==> config.mk <==
export PLATFORM = sky130hd
export DESIGN_NAME = line_animator
export DESIGN_NICKNAME = d
export VERILOG_FILES = /design/src/rtl/anim_pkg.sv /design/src/rtl/anim_offset.sv /design/src/rtl/line_animator.sv
export SDC_FILE = /design/constraint.sdc
export NUM_CORES = 1
export LEC_CHECK = 0
export ABC_AREA = 1
export ABC_CLOCK_PERIOD_IN_PS = 5530
export BUFFER_PORTS_ARGS = -buffer_cell sky130_fd_sc_hd__clkbuf_2
export CAP_MARGIN = 10
export CORE_ASPECT_RATIO = 1.25
export CORE_MARGIN = 2
export CORE_UTILIZATION = 50
export DETAILED_ROUTE_END_ITERATION = 8
export PLACE_DENSITY_LB_ADDON = 0.08
export REMOVE_ABC_BUFFERS = 1
export SYNTH_ARGS = -nofsm -noshare
export SYNTH_HDL_FRONTEND = slang
export SYNTH_SLANG_ARGS = --single-unit
export TNS_END_PERCENT = 10
==> constraint.sdc <==
create_clock -name clk -period 5.53 [get_ports clk]
set_input_delay 1.106 -clock clk [delete_from_list [all_inputs] [get_ports clk]]
set_output_delay 1.106 -clock clk [all_outputs]
set_load 0.01 [all_outputs]
==> src/rtl/anim_pkg.sv <==
// rtl/anim_pkg.sv - shared types, base segment table and state encoding for the line animator
//
// Purpose: constants and types used by line_animator and anim_offset.
//   MAX_LINES   - capacity of the base segment table
//   LIDX_W      - width of a segment index
//   line_t      - one segment, endpoints (x0,y0)-(x1,y1)
//   BASE_LINES  - segment positions at offset 0
//   state_e     - sequencer states
//   MODE_*      - values of the mode input
package anim_pkg;

  localparam int MAX_LINES = 4;
  localparam int LIDX_W    = $clog2(MAX_LINES);

  localparam logic MODE_BOUNCE = 1'b0;
  localparam logic MODE_WRAP   = 1'b1;

  typedef struct packed {
    logic [15:0] x0;
    logic [15:0] y0;
    logic [15:0] x1;
    logic [15:0] y1;
  } line_t;

  // Entry 1 sits on the screen corner so offsets push it into the clamp.
  localparam line_t BASE_LINES [MAX_LINES] = '{
    '{x0: 16'd30,  y0: 16'd100, x1: 16'd100, y1: 16'd30 },
    '{x0: 16'd639, y0: 16'd479, x1: 16'd320, y1: 16'd240},
    '{x0: 16'd0,   y0: 16'd0,   x1: 16'd200, y1: 16'd150},
    '{x0: 16'd0,   y0: 16'd479, x1: 16'd200, y1: 16'd300}
  };

  typedef enum logic [2:0] {
    S_START,
    S_CLEAR_REQ,
    S_CLEAR_WAIT,
    S_SETTLE,
    S_DRAW,
    S_STEP
  } state_e;

endpackage

==> src/rtl/anim_offset.sv <==
// rtl/anim_offset.sv - shared segment offset with bounce / wrap stepping
//
// Purpose: holds the offset applied to every segment and its travel
// direction, and advances them once per frame.
// Ports:
//   clk, reset_n  clock, asynchronous active-low reset
//   enable        low = hold offset and direction
//   restart       synchronous return to offset 0, direction up
//   step          advance this cycle (sequencer is in STEP)
//   mode          0 = bounce, 1 = wrap
//   off_next      value the offset holds after this cycle (equals the
//                 current offset whenever no step is taken)
module anim_offset
  import anim_pkg::*;
#(
  parameter int STEPS = 250,
  parameter int STEP  = 1,
  parameter int OFF_W = $clog2(STEPS * STEP + 1)
) (
  input  logic             clk,
  input  logic             reset_n,
  input  logic             enable,
  input  logic             restart,
  input  logic             step,
  input  logic             mode,
  output logic [OFF_W-1:0] off_next
);

  localparam logic [OFF_W-1:0] LIMIT  = OFF_W'(STEPS * STEP);
  localparam logic [OFF_W-1:0] STEP_V = OFF_W'(STEP);

  logic [OFF_W-1:0] off;
  logic             dir_down;
  logic             dir_next;

  always_comb begin
    off_next = off;
    dir_next = dir_down;
    if (enable && step) begin
      if (mode == MODE_WRAP) begin
        // Direction is left alone so a later switch to bounce keeps heading
        // the same way.
        off_next = (off >= LIMIT) ? '0 : off + STEP_V;
      end else if (!dir_down) begin
        if (off >= LIMIT) begin
          off_next = LIMIT - STEP_V;
          dir_next = 1'b1;
        end else if (off + STEP_V >= LIMIT) begin
          // Turn in the same step that reaches the end: no repeated frame.
          off_next = LIMIT;
          dir_next = 1'b1;
        end else begin
          off_next = off + STEP_V;
        end
      end else begin
        if (off == '0) begin
          off_next = STEP_V;
          dir_next = 1'b0;
        end else if (off <= STEP_V) begin
          off_next = '0;
          dir_next = 1'b0;
        end else begin
          off_next = off - STEP_V;
        end
      end
    end
  end

  always_ff @(posedge clk or negedge reset_n) begin
    if (!reset_n) begin
      off      <= '0;
      dir_down <= 1'b0;
    end else if (restart) begin
      off      <= '0;
      dir_down <= 1'b0;
    end else begin
      off      <= off_next;
      dir_down <= dir_next;
    end
  end

endmodule

==> src/rtl/line_animator.sv <==
// rtl/line_animator.sv - frame sequencer driving the screen clearer and line drawer
//
// Purpose: per frame, requests a screen clear and waits for the clearer to
// finish, draws N_LINES segments (each offset and clamped), then steps the
// shared offset.
// Ports:
//   clk, reset_n   clock, asynchronous active-low reset
//   enable         low = freeze all state and outputs
//   restart        one-cycle pulse, same effect as reset
//   mode           0 = bounce, 1 = wrap
//   clear_busy     screen clearer busy
//   clear_req      one-cycle clear start pulse
//   drawer_reset   line drawer reset, low only while drawing
//   x0, y0, x1, y1 endpoints of the segment being drawn
//   line_idx       index of the segment being drawn
//   frame_done     one-cycle pulse per completed frame
module line_animator
  import anim_pkg::*;
#(
  parameter int X_W           = 10,
  parameter int Y_W           = 9,
  parameter int N_LINES       = 2,
  parameter int SETTLE_CYCLES = 5,
  parameter int DRAW_CYCLES   = 400000,
  parameter int STEPS         = 250,
  parameter int STEP          = 1,
  parameter int X_MAX         = 639,
  parameter int Y_MAX         = 479,
  parameter int CLEAR_MAX     = 1000000
) (
  input  logic              clk,
  input  logic              reset_n,
  input  logic              enable,
  input  logic              restart,
  input  logic              mode,
  input  logic              clear_busy,
  output logic              clear_req,
  output logic              drawer_reset,
  output logic [X_W-1:0]    x0,
  output logic [Y_W-1:0]    y0,
  output logic [X_W-1:0]    x1,
  output logic [Y_W-1:0]    y1,
  output logic [LIDX_W-1:0] line_idx,
  output logic              frame_done
);

  localparam int OFF_W   = $clog2(STEPS * STEP + 1);
  localparam int CNT_A   = (DRAW_CYCLES > CLEAR_MAX) ? DRAW_CYCLES : CLEAR_MAX;
  localparam int CNT_TOP = (CNT_A > SETTLE_CYCLES) ? CNT_A : SETTLE_CYCLES;
  localparam int CNT_W   = $clog2(CNT_TOP + 1);

  localparam logic [CNT_W-1:0]  SETTLE_LAST = CNT_W'(SETTLE_CYCLES - 1);
  localparam logic [CNT_W-1:0]  DRAW_LAST   = CNT_W'(DRAW_CYCLES - 1);
  localparam logic [CNT_W-1:0]  CLEAR_LAST  = CNT_W'(CLEAR_MAX - 1);
  localparam logic [LIDX_W-1:0] LAST_IDX    = LIDX_W'(N_LINES - 1);

  state_e            state;
  logic [CNT_W-1:0]  cnt;
  logic              seen_busy;
  logic              frame_drawn;
  logic [OFF_W-1:0]  off_next;
  logic [LIDX_W-1:0] ld_idx;
  logic [X_W-1:0]    ld_x0;
  logic [Y_W-1:0]    ld_y0;
  logic [X_W-1:0]    ld_x1;
  logic [Y_W-1:0]    ld_y1;

  anim_offset #(
    .STEPS (STEPS),
    .STEP  (STEP),
    .OFF_W (OFF_W)
  ) u_offset (
    .clk      (clk),
    .reset_n  (reset_n),
    .enable   (enable),
    .restart  (restart),
    .step     (state == S_STEP),
    .mode     (mode),
    .off_next (off_next)
  );

  function automatic logic [X_W-1:0] clamp_x(input logic [X_W-1:0] base,
                                             input logic [OFF_W-1:0] o);
    logic [X_W:0] sum;
    sum = {1'b0, base} + (X_W+1)'(o);
    return (sum > (X_W+1)'(X_MAX)) ? X_W'(X_MAX) : sum[X_W-1:0];
  endfunction

  function automatic logic [Y_W-1:0] clamp_y(input logic [Y_W-1:0] base,
                                             input logic [OFF_W-1:0] o);
    logic [Y_W:0] sum;
    sum = {1'b0, base} + (Y_W+1)'(o);
    return (sum > (Y_W+1)'(Y_MAX)) ? Y_W'(Y_MAX) : sum[Y_W-1:0];
  endfunction

  // Endpoints for the segment about to enter SETTLE. off_next already holds
  // the stepped offset when leaving STEP, so the new frame sees it at once.
  always_comb begin
    ld_idx = (state == S_DRAW) ? line_idx + 1'b1 : line_idx;
    ld_x0  = clamp_x(X_W'(BASE_LINES[ld_idx].x0), off_next);
    ld_y0  = clamp_y(Y_W'(BASE_LINES[ld_idx].y0), off_next);
    ld_x1  = clamp_x(X_W'(BASE_LINES[ld_idx].x1), off_next);
    ld_y1  = clamp_y(Y_W'(BASE_LINES[ld_idx].y1), off_next);
  end

  always_ff @(posedge clk or negedge reset_n) begin
    if (!reset_n) begin
      state        <= S_START;
      cnt          <= '0;
      seen_busy    <= 1'b0;
      frame_drawn  <= 1'b0;
      line_idx     <= '0;
      clear_req    <= 1'b0;
      drawer_reset <= 1'b1;
      frame_done   <= 1'b0;
      x0           <= X_W'(BASE_LINES[0].x0);
      y0           <= Y_W'(BASE_LINES[0].y0);
      x1           <= X_W'(BASE_LINES[0].x1);
      y1           <= Y_W'(BASE_LINES[0].y1);
    end else if (restart) begin
      state        <= S_START;
      cnt          <= '0;
      seen_busy    <= 1'b0;
      frame_drawn  <= 1'b0;
      line_idx     <= '0;
      clear_req    <= 1'b0;
      drawer_reset <= 1'b1;
      frame_done   <= 1'b0;
      x0           <= X_W'(BASE_LINES[0].x0);
      y0           <= Y_W'(BASE_LINES[0].y0);
      x1           <= X_W'(BASE_LINES[0].x1);
      y1           <= Y_W'(BASE_LINES[0].y1);
    end else if (enable) begin
      case (state)
        S_START: begin
          state     <= S_CLEAR_REQ;
          clear_req <= 1'b1;
        end

        S_CLEAR_REQ: begin
          state     <= S_CLEAR_WAIT;
          clear_req <= 1'b0;
          cnt       <= '0;
          seen_busy <= 1'b0;
        end

        // Done once busy has been seen high and has dropped again; the
        // counter covers a clearer that never answers.
        S_CLEAR_WAIT: begin
          if (clear_busy) begin
            seen_busy <= 1'b1;
          end
          if ((seen_busy && !clear_busy) || cnt == CLEAR_LAST) begin
            cnt       <= '0;
            seen_busy <= 1'b0;
            if (frame_drawn) begin
              state       <= S_STEP;
              frame_done  <= 1'b1;
              frame_drawn <= 1'b0;
            end else begin
              state <= S_SETTLE;
              x0    <= ld_x0;
              y0    <= ld_y0;
              x1    <= ld_x1;
              y1    <= ld_y1;
            end
          end else begin
            cnt <= cnt + 1'b1;
          end
        end

        S_STEP: begin
          state      <= S_SETTLE;
          frame_done <= 1'b0;
          x0         <= ld_x0;
          y0         <= ld_y0;
          x1         <= ld_x1;
          y1         <= ld_y1;
        end

        S_SETTLE: begin
          if (cnt == SETTLE_LAST) begin
            state        <= S_DRAW;
            drawer_reset <= 1'b0;
            cnt          <= '0;
          end else begin
            cnt <= cnt + 1'b1;
          end
        end

        S_DRAW: begin
          if (cnt == DRAW_LAST) begin
            cnt          <= '0;
            drawer_reset <= 1'b1;
            if (line_idx == LAST_IDX) begin
              state       <= S_CLEAR_REQ;
              clear_req   <= 1'b1;
              line_idx    <= '0;
              frame_drawn <= 1'b1;
            end else begin
              state    <= S_SETTLE;
              line_idx <= ld_idx;
              x0       <= ld_x0;
              y0       <= ld_y0;
              x1       <= ld_x1;
              y1       <= ld_y1;
            end
          end else begin
            cnt <= cnt + 1'b1;
          end
        end

        default: begin
          state        <= S_START;
          clear_req    <= 1'b0;
          drawer_reset <= 1'b1;
          frame_done   <= 1'b0;
        end
      endcase
    end
  end

endmodule

# Word-level counts from Yosys, hierarchy flattened
# Index checks and enable logic that the tools add are counted.
# W data, S select, Z words.
# op_classes
add_sub_neg	8
order_cmp	8
n_eq_ne	21
mux	96
bitwise_logic	1
reduce_logical	27
# ops
cell	count
$mux W10	14
$bmux W64 S2	1
$mux W9	14
$mux W58	2
$mux W20	5
$pmux W20 S4	1
$mux W8	9
$pmux W10 S3	2
$pmux W9 S3	2
$mux W1	27
$add A10 B8 Y11	2
$gt A11 B10 Y1 const B	2
$add A20 B1 Y20 const B	1
$add A9 B8 Y10	2
$eq A20 B19 Y1 const B	1
$eq A20 B20 Y1 const B	1
$eq A20 B3 Y1 const B	1
$gt A10 B9 Y1 const B	2
$mux W3	6
$pmux W3 S6	1
$ge A8 B8 Y1 const B	2
$reduce_and A4 Y1	4
$ne A3 B3 Y1 const B	5
$mux W2	7
31 further kinds	47
# totals
ff_bits	77
input_bits	6
output_inout_bits	43
elab_cells	175

# Depth between registers and ports, before layout
# Gate-level depths: netlist (run 1).
# depth
word_depth	15
depth_mapped	29
depth_no_buf	29

# Modules after synthesis
# A second synthesis (run 1) with hierarchy kept.
# unflattened
hier_cells	899
hier_area_um2	6193.4
# modules_own_cells
module	n_inst	cells_per_inst	area_each_um2	seq_area_each_um2
line_animator	1	715	5136.2	1720.4
anim_offset	1	184	1057.3	225.2

# Worst setup path after synthesis (run 1)
# Ideal clock, no wire load.
# synth_timing
path_type	input-to-reg
startpoint	in mode
endpoint	reg x0[5]
setup_time_ns	0.066
arrival_ns	3.791
required_time_ns	5.464
path_slack_ns	1.673
path_stages	21
cell_sequence	clkbuf_1 -> nand2_2 -> nand2_1 -> a221oi_1 -> o31ai_1 -> o21a_1 -> inv_1 -> fa_1 -> nor2_1 -> nor2_1 -> o21ai_0 -> a21oi_1 -> o21ai_0 -> nand3_1 -> nand2_1 -> nand2_1 -> nand2_1 -> nand2_1 -> nand2_1 -> nand2_1 -> nand2_1
# synth_via
elab_chain_len	10
# synth_lines
item	line_no	rtl
from (decl)	line_animator.sv:35	input logic mode,
$mux W8 *	anim_offset.sv:40	if (mode == MODE_WRAP) begin
$mux W8 *	anim_offset.sv:39	if (enable && step) begin
$add A10 B8 Y11 *	line_animator.sv:85	sum = {1'b0, base} + (X_W+1)'(o);
$gt A11 B10 Y1	line_animator.sv:86	return (sum > (X_W+1)'(X_MAX)) ? X_W'(X_MAX) : sum[X_W-1:0];
$mux W10 *	line_animator.sv:86	
$mux W10, on equally long branches	line_animator.sv:195, line_animator.sv:156	
$mux W10, on equally long branches	line_animator.sv:192, line_animator.sv:153	
$pmux W10 S3 *	line_animator.sv:134	case (state)
$mux W10 *	line_animator.sv:133	end else if (enable) begin
$mux W10 *	line_animator.sv:120	end else if (restart) begin
to (signal assigned)	line_animator.sv:116	x0 <= X_W'(BASE_LINES[0].x0);
to (signal assigned)	line_animator.sv:129	x0 <= X_W'(BASE_LINES[0].x0);
to (signal assigned)	line_animator.sv:203	x0 <= ld_x0;
to (decl)	line_animator.sv:39	output logic [X_W-1:0] x0,
# Every way passes the cells marked *; elsewhere a longest branch is shown, timed or not. The select of a mux whose other input is x is not followed.
# A chain may end at the register's enable or synchronous reset.

# Worst setup path after layout (run 1)
# layout_timing
startpoint	reg u_offset.off[2]
endpoint	reg x0[5]
# layout_via
elab_chain_len	15
# layout_lines
item	line_no	rtl
from (decl)	anim_offset.sv:32	logic [OFF_W-1:0] off;
from (signal assigned)	anim_offset.sv:77	off <= off_next;
$add A8 B1 Y8	anim_offset.sv:43, anim_offset.sv:48, anim_offset.sv:53	
$ge A8 B8 Y1	anim_offset.sv:48	end else if (off + STEP_V >= LIMIT) begin
$mux W8	anim_offset.sv:48	
$mux W8	anim_offset.sv:45	if (off >= LIMIT) begin
$mux W8	anim_offset.sv:44	end else if (!dir_down) begin
$mux W8	anim_offset.sv:40	
$mux W8 *	anim_offset.sv:39	
$add A10 B8 Y11 *	line_animator.sv:85	
$gt A11 B10 Y1	line_animator.sv:86	
$mux W10 *	line_animator.sv:86	
$mux W10, on equally long branches	line_animator.sv:195, line_animator.sv:156	
$mux W10, on equally long branches	line_animator.sv:192, line_animator.sv:153	
$pmux W10 S3 *	line_animator.sv:134	
$mux W10 *	line_animator.sv:133	
$mux W10 *	line_animator.sv:120	
# Marked as above.

==> flow_metrics.tcl, run 1 <==
set metrics [dict create \
    clockBufferDepth 2 \
    synth-seq-cells 77 \
    drc 0 \
    min_delay_path_depth 2 \
    maxSlewHeadroom_pct 33.04 \
    yosys_warnings 0 \
    antenna_found_initial 0 \
    synth_edf_count 0 \
    arrival_ns 4.79 \
    rsz0062_at_grt "false" \
    synthCells 751 \
    async_flop_share_pct 100.0 \
    postLayoutCellArea_um2 6385 \
    ff2ff_path_depth 25 \
    num_vias 5181 \
    timing.rr.start "u_offset.off[2]$_DFF_PN0_" \
    cap_violations 0 \
    wirelength_um 15090 \
    core_um2 11080 \
    hp-start "frame_done$_DFFE_PN0P_" \
    antennaDiodeCount 0 \
    synth.distinct_cells 55 \
    insertion_delay_ns 0.34 \
    cts_max_level 3 \
    dp_hpwl_um 11100 \
    place_area_um2 6050 \
    grt_pass1_wl_um 24720 \
    io_pins 49 \
    synth_top_area_share_pct 27.29 \
    numCtsBuffers 9 \
    drt_iter0_drc 228 \
    crit_fanout 8 \
    root_buffer "clkbuf_16" \
    hold_violations 0 \
    die_y_um 123.2 \
    holdBufCountCts 0 \
    gp_congestion 0.9469 \
    status "finished clean" \
    min_to "frame_done$_DFFE_PN0P_" \
    postCtsSetupRepairBufs 0 \
    syn_avg_cell_area_um2 7.571 \
    final_cell_mix "171 x nand2_1, 101 x inv_1, 64 x nor2_1" \
    io_buffers 48 \
    r2r_end "x0[5]$_DFFE_PN0P_" \
    clk_pin_slew_ns 0.06 \
    drv_slew 0 \
    rows 43 \
    worst_slew_pin_slew_ns 1.004 \
    nets 843 \
    dieArea_um2 12250 \
    synth_area_um2 5685 \
    post_cts_resized 0 \
    cts_tree "built" \
    area_growth_pct 12.30 \
    synthFlopType "dfrtp_1" \
    min_path_type "register to register" \
    fin_setup_tns_ns 0 \
    period_needed_ns 4.516 \
    drt-pass1-iter-count 4 \
    ant_nets 0 \
    fin_skew_ns 0.004852 \
    pwr_density_cell_nw_per_um2 327.8 \
    routedWlPerCell_um 16.09 \
    r2r_slack_ns 1.01 \
    die_x_um 99.38 \
    power_leakage_nw 3.246 \
    start_util_pct 51.30 \
    worstSetupPathType "register to register" \
    viasPerCell 5.523 \
    grt_pass1_vias 5040 \
    finalSetupViolCount 0 \
    end_kind "register" \
    final_common_cell "nand2_1" \
    grt_remaining_overflow 0 \
    grt_max_degree 78 \
    nFillCells 1053 \
    yosysSeqAreaShare_pct 34.22 \
    crit_required_ns 5.81 \
    peakVddDrop_mv 0.2042 \
    synth_area_leader_cell "dfrtp_1" \
    start_kind "register" \
    max_clock_freq_ghz 0.2215 \
    fin_hold_ws_ns 0.4794 \
    drive_above_1_share_pct 16.44 \
    cts_sinks 77 \
    synth.top_cells.by_area "dfrtp_1 27%, nand2_1 11%, ha_1 7.7%" \
    track_usage_pct 25.77 \
    fin_crit_sh_pct 81.66 \
]
[registers in the layout (all words and copies together) (netlist names)]
name               cells
cnt                   20
x0                    10
x1                    10
y0                     9
y1                     9
u_offset.off           8
state                  3
line_idx               2
clear_req              1
drawer_reset           1
frame_done             1
frame_drawn            1
seen_busy              1
u_offset.dir_down      1
[worst max-delay path by stage]
stage / startpoint / to / slack [ns] / depth (start not counted)
after floorplan: state[1]$_DFFE_PN0P_ / x0[5]$_DFFE_PN0P_ / 1.67 / 21
after global placement: enable / x0[6]$_DFFE_PN0P_ / 1.05 / 22
after detailed placement: enable / x0[5]$_DFFE_PN0P_ / 0.99 / 22
after CTS: u_offset.off[2]$_DFF_PN0_ / x0[5]$_DFFE_PN0P_ / 1.06 / 22
after global routing: u_offset.off[2]$_DFF_PN0_ / x0[6]$_DFFE_PN0P_ / 0.48 / 22
final: u_offset.off[2]$_DFF_PN0_ / x0[5]$_DFFE_PN0P_ / 1.01 / 25
[cell type report]
cell class              instances  area (µm²)  share of cell area, %
multi-input cells             553        3264                  51.13
well taps                     135       168.9                  2.646
clock buffers                  11       252.7                  3.958
clock inverters                 5       82.58                  1.293
repair buffers                 53       280.3                  4.390
flip-flops and latches         77        1946                  30.47
inverters                     104       390.4                  6.114
[routing by layer]
metal  wire length [µm]  track usage, %  vias to the layer above
met1               6483           31.03                     2468
met3                578           4.975                       26
met2               7661           45.86                      114
met4                366           9.161                        0
li1                   -               -                     2573
met5                  0               0                        -
[power by group]
| part | internal [mW] | total, mW | switching, mW |
|---|---|---|---|
| registers | 0.657 | 0.708 | 0.0514 |
| clock network | 0.420 | 0.663 | 0.243 |
| logic | 0.241 | 0.722 | 0.481 |
| total | 1.32 | 2.09 | 0.776 |
[stage by stage]
stage / util (%) / worst slack [ns] / power, mW / std cells
5_1_grt: 57.61 / 0.4779 / 2.231 / 938
3_5_place_dp: 54.58 / 0.9906 / 1.437 / 922
2_1_floorplan: - / 1.665 / 1.194 / 734
4_1_cts: 57.61 / 1.056 / 2.109 / 938
3_3_place_gp: 54.58 / 1.046 / 1.428 / 922
6_report: 57.61 / 1.014 / 2.093 / 938
[Yosys cell counts, drive strengths merged (3+ instances only)]
master,instances
a21o,3
a21oi,37
a31oi,7
and2,3
buf,7
clkbuf,10
dfrtp,62
dfstp,15
fa,4
ha,35
inv,104
nand2,187
nand3,47
nand4,14
nor2,72
nor3,20
nor4,6
o211ai,3
o21ai,36
o21bai,4
o22ai,13
o31ai,4
o32ai,5
xnor2,8
xor2,27
[critical path, stage by stage (launching register included)]
cell and delay [ns]:
dfrtp_1 0.69, nand3_1 0.20, nor3_1 0.23, xor2_1 0.20, inv_1 0.07, nand4_1 0.17
a21oi_1 0.09, o221ai_1 0.15, nand2_1 0.24, inv_1 0.16, ha_1 0.19, inv_1 0.06
fa_1 0.40, nor2_1 0.12, nor2_1 0.04, o21ai_0 0.26, a21oi_1 0.11, o21ai_0 0.29
nand3_1 0.13, nand2_1 0.07, nand2_1 0.07, nand2_1 0.10, nand2_1 0.15, nand2_1 0.11
nand2_1 0.05, nand2_1 0.07
[cell families after synthesis]
kind of cell,after synthesis,share of synthesized area (%)
buffers and inverters,121,8.363
flip-flops,77,34.22
AND/OR/NAND/NOR,353,28.63
XOR/XNOR,35,5.524
AO/OA/AOI/OAI,126,14.15
adder cells (fa/ha/maj),39,9.111
Power figures use the tool's default switching activity.
==> inputs of run 2 (changes only) <==
--- a/config.mk
+++ b/config.mk
@@ -5,8 +5,8 @@
 export SDC_FILE = /design/constraint.sdc
 export NUM_CORES = 1
 export LEC_CHECK = 0
-export ABC_AREA = 1
-export ABC_CLOCK_PERIOD_IN_PS = 5530
+export ABC_AREA = 0
+export ABC_CLOCK_PERIOD_IN_PS = 3700
 export BUFFER_PORTS_ARGS = -buffer_cell sky130_fd_sc_hd__clkbuf_2
 export CAP_MARGIN = 10
 export CORE_ASPECT_RATIO = 1.25
==> constraint.sdc (replaced) <==
create_clock -name clk -period 3.7 [get_ports clk]
set_input_delay 0.74 -clock clk [delete_from_list [all_inputs] [get_ports clk]]
set_output_delay 0.74 -clock clk [all_outputs]
set_load 0.01 [all_outputs]
==> run 2 against run 1 <==
Net effect:
- the run now ends with setup timing left
- register-to-register slack worse by 1.3 ns
- sequential share of layout area down 7.0 points
- critical path depth down 6
- combinational power up 8.6%
- final cell count up 13%
- non-clock buffer count up 162
- global-route usage up 5.7 points
- routed wire length up 31%
- first-iteration DRC count up 48%
==> flow_metrics.tcl, run 2 <==
set metrics [dict create \
    fin_setup_tns_ns -4.330 \
    pwr-share-clk_pct 33.0 \
    cp-startpoint "u_offset.off[0]$_DFF_PN0_" \
    antennaDiodeCount 0 \
    worstSetupPathType "register to register" \
    final_cell_mix "159 x buf_4, 77 x nor2_1, 56 x dfrtp_1" \
    peakVddDrop_mv 0.2846 \
    grt_max_degree 78 \
    holdBufCountCts 0 \
    drt-pass1-iter-count 5 \
    violations "setup timing" \
    wirelength_um 19820 \
    drt_iter0_drc 337 \
    die_x_um 102.3 \
    regMostFlops "cnt" \
    core_um2 11670 \
    routedWlPerCell_um 18.73 \
    synth_area_um2 6033 \
    synthFlopType "dfrtp_1" \
    cts_max_level 3 \
    synth.top_cells.by_area "dfrtp_1 26%, ha_1 7.3%, dfstp_2 6.5%" \
    p_int_mw 1.691 \
    min_path_type "register to register" \
    antenna_found_initial 0 \
    drc 0 \
    clk_pin_slew_ns 0.06 \
    synth_common_cells "77 x nor2_1, 62 x dfrtp_1, 53 x o21ai_0, 43 x nand2_1, 40 x a21oi_1" \
    hp-start "x0[9]$_DFFE_PN0P_" \
    synthCells 701 \
    start_util_pct 51.69 \
    pwr-share-seq_pct 36.6 \
    synth.most_common_cell "nor2_1" \
    status "finished, violations left" \
    seq_area_um2 1953 \
    io_buffers 48 \
    arrival_ns 4.21 \
    yosys_warnings 0 \
    synth-seq-cells 77 \
    final_common_cell "buf_4" \
    synth.distinct_cells 90 \
    gp_congestion 0.9816 \
    largest_reg_flops 20 \
    grt_pass1_vias 6375 \
    synth_area_leader_cell "dfrtp_1" \
    clockBufferDepth 2 \
    cap_violations 0 \
    nFillCells 912 \
    drv_slew 0 \
    cts_tree "built" \
    area_growth_pct 38.14 \
    track_usage_pct 31.46 \
    root_buffer "clkbuf_16" \
    max_clock_freq_ghz 0.2526 \
    numCtsBuffers 9 \
    power_leakage_nw 3.690 \
    syn_avg_cell_area_um2 8.607 \
    crit_fanout 6 \
    drive_above_1_share_pct 39.13 \
    num_vias 6341 \
    period_needed_ns 3.960 \
    start_kind "register" \
    crit_slowest_cell "dfrtp_2" \
    grt_pass1_wl_um 32160 \
    end_kind "register" \
    dp_hpwl_um 14150 \
    rsz0062_at_grt "true" \
    place_area_um2 7368 \
    maxSlewHeadroom_pct 29.01 \
    fin_crit_sh_pct 107.0 \
    die_y_um 126.8 \
    fin_skew_ns 0.01167 \
    multi_input_area_um2 4242 \
    timing.rr.start "u_offset.off[0]$_DFF_PN0_" \
    insertion_delay_ns 0.35 \
    nets 937 \
    critPathMaxStageDelay_ns 0.44 \
    worst_slew_pin_slew_ns 1.065 \
    crit_required_ns 3.95 \
    p_sw_share_pct 34.28 \
    pwr_density_cell_nw_per_um2 308.7 \
    hold_violations 0 \
    cts_sinks 77 \
    io_pins 49 \
    p_switching_uw 881.9 \
    dieArea_um2 12970 \
    finalSetupViolCount 29 \
    yosysSeqAreaShare_pct 32.25 \
    rows 44 \
    viasPerCell 5.993 \
    crit_path_cell_trace "ha_4 -> nand4_1 -> a211o_1 -> a31oi_4 -> and2_4 -> a2111oi_4 -> a21oi_2 -> inv_2 -> buf_6 -> ha_4 -> fa_2 -> a21o_1 -> a31o_4 -> a21oi_4 -> nand4_1 -> mux2i_1 -> a41oi_2 -> buf_6 -> a311oi_2" \
    top_regs "cnt (20), x0 (10), x1 (10)" \
    combinationalPowerShare_pct 30.5 \
    ant_nets 0 \
    synth_top_area_share_pct 25.72 \
    worst_slack_ns -0.2595 \
    async_flop_share_pct 100.0 \
    grt_remaining_overflow 0 \
    postLayoutCellArea_um2 8334 \
    synth_edf_count 0 \
]
[run 2: changes by cell type after synthesis, sizes merged, moves of 12 or more]
cell    delta
xor2      -18
a31oi     +17
o21ai     +20
nand2    -144
nand2b    +14
inv       -71
clkbuf    +12
nand3     -26
[run 2: power groups by stage]
stage          clock network (mW)  registers [mW]  logic [mW]
2_1_floorplan                   0           0.974       0.380
3_3_place_gp                    0           0.950       0.703
3_5_place_dp                    0           0.953       0.720
4_1_cts                     0.865           0.939       0.764
5_1_grt                     0.899           0.947       0.854
6_report                    0.848           0.941       0.784
[run 2: routing by layer]
| metal | part of all wire, % | vias up | track usage, % |
|---|---|---|---|
| met3 | 6.1 | 49 | 5.510 |
| li1 | - | 2998 | - |
| met5 | 0 | - | 0 |
| met2 | 51 | 229 | 54.30 |
| met1 | 39 | 3065 | 38.50 |
| met4 | 3.6 | 0 | 12.47 |
[run 2: worst paths after layout]
kind                                                  to  cells past startpoint  slack [ns]
min in group asynchronous  u_offset.dir_down$_DFFE_PN0P_                      1        0.55
max                                    y0[3]$_DFFE_PN0P_                     19       -0.26
min reg2reg                            x0[9]$_DFFE_PN0P_                      2        0.47
max in group asynchronous      u_offset.off[3]$_DFF_PN0_                      1        2.43
min                                    x0[9]$_DFFE_PN0P_                      2        0.47
max reg2reg                            y0[3]$_DFFE_PN0P_                     19       -0.26
[run 2: per-stage QoR]
| stage | hold WS [ns] | instances | power, mW | utilization [%] | worst slack, ns |
|---|---|---|---|---|---|
| after floorplan | 0.4444 | 666 | 1.354 | - | -0.5478 |
| after global placement | 0.4538 | 1016 | 1.653 | 63.13 | -0.5272 |
| after detailed placement | 0.4626 | 1016 | 1.672 | 63.13 | -0.5632 |
| after CTS | 0.4799 | 1050 | 2.567 | 70.37 | -0.1551 |
| after global routing | 0.5252 | 1058 | 2.700 | 71.41 | -0.4025 |
| final | 0.4730 | 1058 | 2.573 | 71.41 | -0.2595 |
[run 2: repair_timing]
action,in CTS,in global routing
pin swaps,64,28
setup buffers,20,8
gates resized for setup,102,10
setup endpoints to repair,37,37
[run 2: worst max-delay path: cells and delay by family (launching register included)]
kind                     cells  cell delay [ns]
flip-flops                   1             0.44
adder cells (fa/ha/maj)      3             0.67
buffers and inverters        3             0.38
multiplexers                 1             0.19
AND/OR/NAND/NOR              3             0.45
AO/OA/AOI/OAI                9             1.76
[run 2: layout make-up]
type,instances,share of cell area [%]
clock buffer,11,2.912
inverter,34,1.561
multi-input combinational,555,50.89
tap,161,2.417
sequential,77,23.43
timing repair buffer,215,18.36
clock inverter,5,0.4204
[run 2: cell families (layout without fill, tap and decap cells)]
family	Yosys count	count (layout)	share of synthesized area, %
AND/OR/NAND/NOR	251	251	21.44
AO/OA/AOI/OAI	230	230	27.56
flip-flops	77	77	32.25
buffers and inverters	69	265	4.894
adder cells (fa/ha/maj)	42	42	9.125
XOR/XNOR	28	28	4.065
multiplexers	4	4	0.6637
==> inputs of run 3 (changes only) <==
--- a/config.mk
+++ b/config.mk
@@ -12,6 +12,7 @@
 export CORE_ASPECT_RATIO = 1.25
 export CORE_MARGIN = 2
 export CORE_UTILIZATION = 50
+export CTS_BUF_LIST = sky130_fd_sc_hd__clkbuf_16
 export DETAILED_ROUTE_END_ITERATION = 8
 export PLACE_DENSITY_LB_ADDON = 0.08
 export REMOVE_ABC_BUFFERS = 1
==> run 3 against run 2 <==
Net effect:
- the flow still finishes with violations (setup timing)
- critical path type unchanged
- utilization increased by 0.40 points
- combinational power about the same
- clock skew decreased by 0.0027 ns
- via count rose by 0.58%
- non-clock buffer count up 5
- worst setup slack got worse by 0.025 ns
- register-to-register slack worse by 0.03 ns
- routed wire length up 1.8%
- global-route usage increased by 0.14 points
- final area is 0.56% higher
- maximum frequency decreased by 0.64%
==> flow_metrics.tcl, run 3 (synthesized netlist as in run 2, its figures left out) <==
set metrics [dict create \
    nets 942 \
    fin_hold_ws_ns 0.4704 \
    dpl_worst_slack_ns -0.5632 \
    r2r_end "y0[3]$_DFFE_PN0P_" \
    nFillCells 895 \
    holdBufCountCts 0 \
    antennaDiodeCount 0 \
    drc 0 \
    numCtsBuffers 9 \
    pwr_density_cell_nw_per_um2 304.9 \
    worst_slew_pin_slew_ns 1.108 \
    fin_crit_sh_pct 107.7 \
    core_um2 11670 \
    arrival_ns 4.19 \
    drt_iter0_drc 460 \
    cts_sinks 77 \
    regMostFlops "cnt" \
    min_path_type "register to register" \
    root_buffer "clkbuf_16" \
    drive_above_1_share_pct 39.69 \
    final_common_cell "buf_4" \
    die_x_um 102.3 \
    track_usage_pct 31.60 \
    drv_slew 0 \
    r2r_slack_ns -0.28 \
    crit_required_ns 3.90 \
    dp.cells 1016 \
    crit_slowest_cell "dfrtp_2" \
    dp_hpwl_um 14150 \
    clk_pin_slew_ns 0.06 \
    start_kind "register" \
    grt_remaining_overflow 0 \
    ant_nets 0 \
    ff2ff_path_depth 20 \
    grt_pass1_vias 6424 \
    final_cell_mix "161 x buf_4, 77 x nor2_1, 56 x dfrtp_1" \
    maxSlewHeadroom_pct 26.13 \
    io_buffers 48 \
    postLayoutCellArea_um2 8381 \
    hold_violations 0 \
    seq_area_um2 1953 \
    wirelength_um 20170 \
    die_y_um 126.8 \
    cp-startpoint "u_offset.off[0]$_DFF_PN0_" \
    status "finished, violations left" \
    fin_skew_ns 0.008943 \
    worstSetupPathType "register to register" \
    gp_congestion 0.9816 \
    io_pins 49 \
    insertion_delay_ns 0.34 \
    routedWlPerCell_um 18.98 \
    critPathMaxStageDelay_ns 0.44 \
    peakVddDrop_mv 0.2836 \
    timing.rr.start "u_offset.off[0]$_DFF_PN0_" \
    cap_violations 0 \
    worst_slack_ns -0.2849 \
    grt_max_degree 78 \
    num_vias 6378 \
    period_needed_ns 3.985 \
    finalNonFillerCells 1063 \
    finalCoreUtilization_pct 71.81 \
    start_util_pct 51.69 \
    cts_max_level 3 \
    viasPerCell 6.000 \
    max_clock_freq_ghz 0.2509 \
    area_growth_pct 38.91 \
    antenna_found_initial 0 \
    crit_fanout 6 \
    place_area_um2 7368 \
    crit_end "y0[3]$_DFFE_PN0P_" \
    finalSetupViolCount 34 \
    drt-pass1-iter-count 6 \
    top_regs "cnt (20), x0 (10), x1 (10)" \
    cts_tree "built" \
    rows 44 \
    dieArea_um2 12970 \
    end_kind "register" \
    grt_pass1_wl_um 32280 \
    multi_input_area_um2 4249 \
    rsz0062_at_grt "true" \
    crit_path_cell_trace "ha_4 -> nand4_1 -> a211o_1 -> a31oi_4 -> and2_4 -> a2111oi_4 -> a21oi_2 -> inv_2 -> buf_6 -> ha_4 -> fa_2 -> a21o_1 -> a31o_4 -> buf_4 -> a21o_1 -> nand4_1 -> mux2i_1 -> a41oi_2 -> buf_6 -> a311oi_2" \
    clockBufferDepth 2 \
    violations "setup timing" \
    power_leakage_nw 3.718 \
    largest_reg_flops 20 \
]
[run 3: changes by cell type in the layout (fill, tap and decap cells not counted), sizes merged]
| cell | change |
|---|---|
| clkinv | +1 |
| clkbuf | -2 |
| inv | +1 |
| buf | +5 |
[run 3: timing repair]
action	CTS	global route
endpoints found under the setup margin	37	37
gates resized for setup	104	15
pin swaps	63	40
setup buffers	21	13
[run 3: metrics by stage]
stage          setup TNS [ns]  total power [mW]
2_1_floorplan          -10.37             1.354
5_1_grt                -10.76             2.680
4_1_cts                -1.381             2.543
3_3_place_gp           -11.72             1.653
3_5_place_dp           -15.80             1.672
6_report               -5.036             2.555
[run 3: worst min-delay path by stage]
stage / from / end / slack [ns] / cells past startpoint
floorplan: reset_n / clear_req$_DFFE_PN0P_ / 0.44 / 0
global placement: x0[9]$_DFFE_PN0P_ / x0[9]$_DFFE_PN0P_ / 0.45 / 2
global route: y1[2]$_DFFE_PN1P_ / y1[2]$_DFFE_PN1P_ / 0.53 / 2
finish: x0[9]$_DFFE_PN0P_ / x0[9]$_DFFE_PN0P_ / 0.47 / 2
detailed placement: x0[9]$_DFFE_PN0P_ / x0[9]$_DFFE_PN0P_ / 0.46 / 2
CTS: x0[9]$_DFFE_PN0P_ / x0[9]$_DFFE_PN0P_ / 0.48 / 2
[run 3: worst max-delay path: cells and delay by family (launching register included)]
| family | cells | cell delay [ns] |
|---|---|---|
| AOI/OAI and AO/OA | 9 | 1.74 |
| buffers and inverters | 4 | 0.49 |
| adders and majority gates | 3 | 0.68 |
| muxes | 1 | 0.08 |
| and+or+nand+nor | 3 | 0.40 |
| DFF | 1 | 0.44 |
[run 3: layer usage]
metal  vias up  track usage, %  wire length (µm)
met3        41           5.455              1121
met2       221           54.99             10520
met1      3113           38.53              7976
met4         0           12.00               559
met5         -               0                 0
li1       3003               -                 -
[run 3: cell type report]
cell class	instances	area share (%)
Timing Repair Buffer	220	18.84
Multi-Input combinational cell	555	50.70
Tap cell	161	2.404
Inverter	34	1.553
Sequential cell	77	23.31
Clock inverter	7	0.5076
Clock buffer	9	2.687
[run 3: report_power, final]
group,internal [mW],leakage (nW),total [mW],switching (mW)
Sequential,0.891,1.00,0.941,0.0496
Combinational,0.326,2.58,0.786,0.460
Clock,0.451,0.134,0.829,0.378
Total,1.67,3.72,2.56,0.887
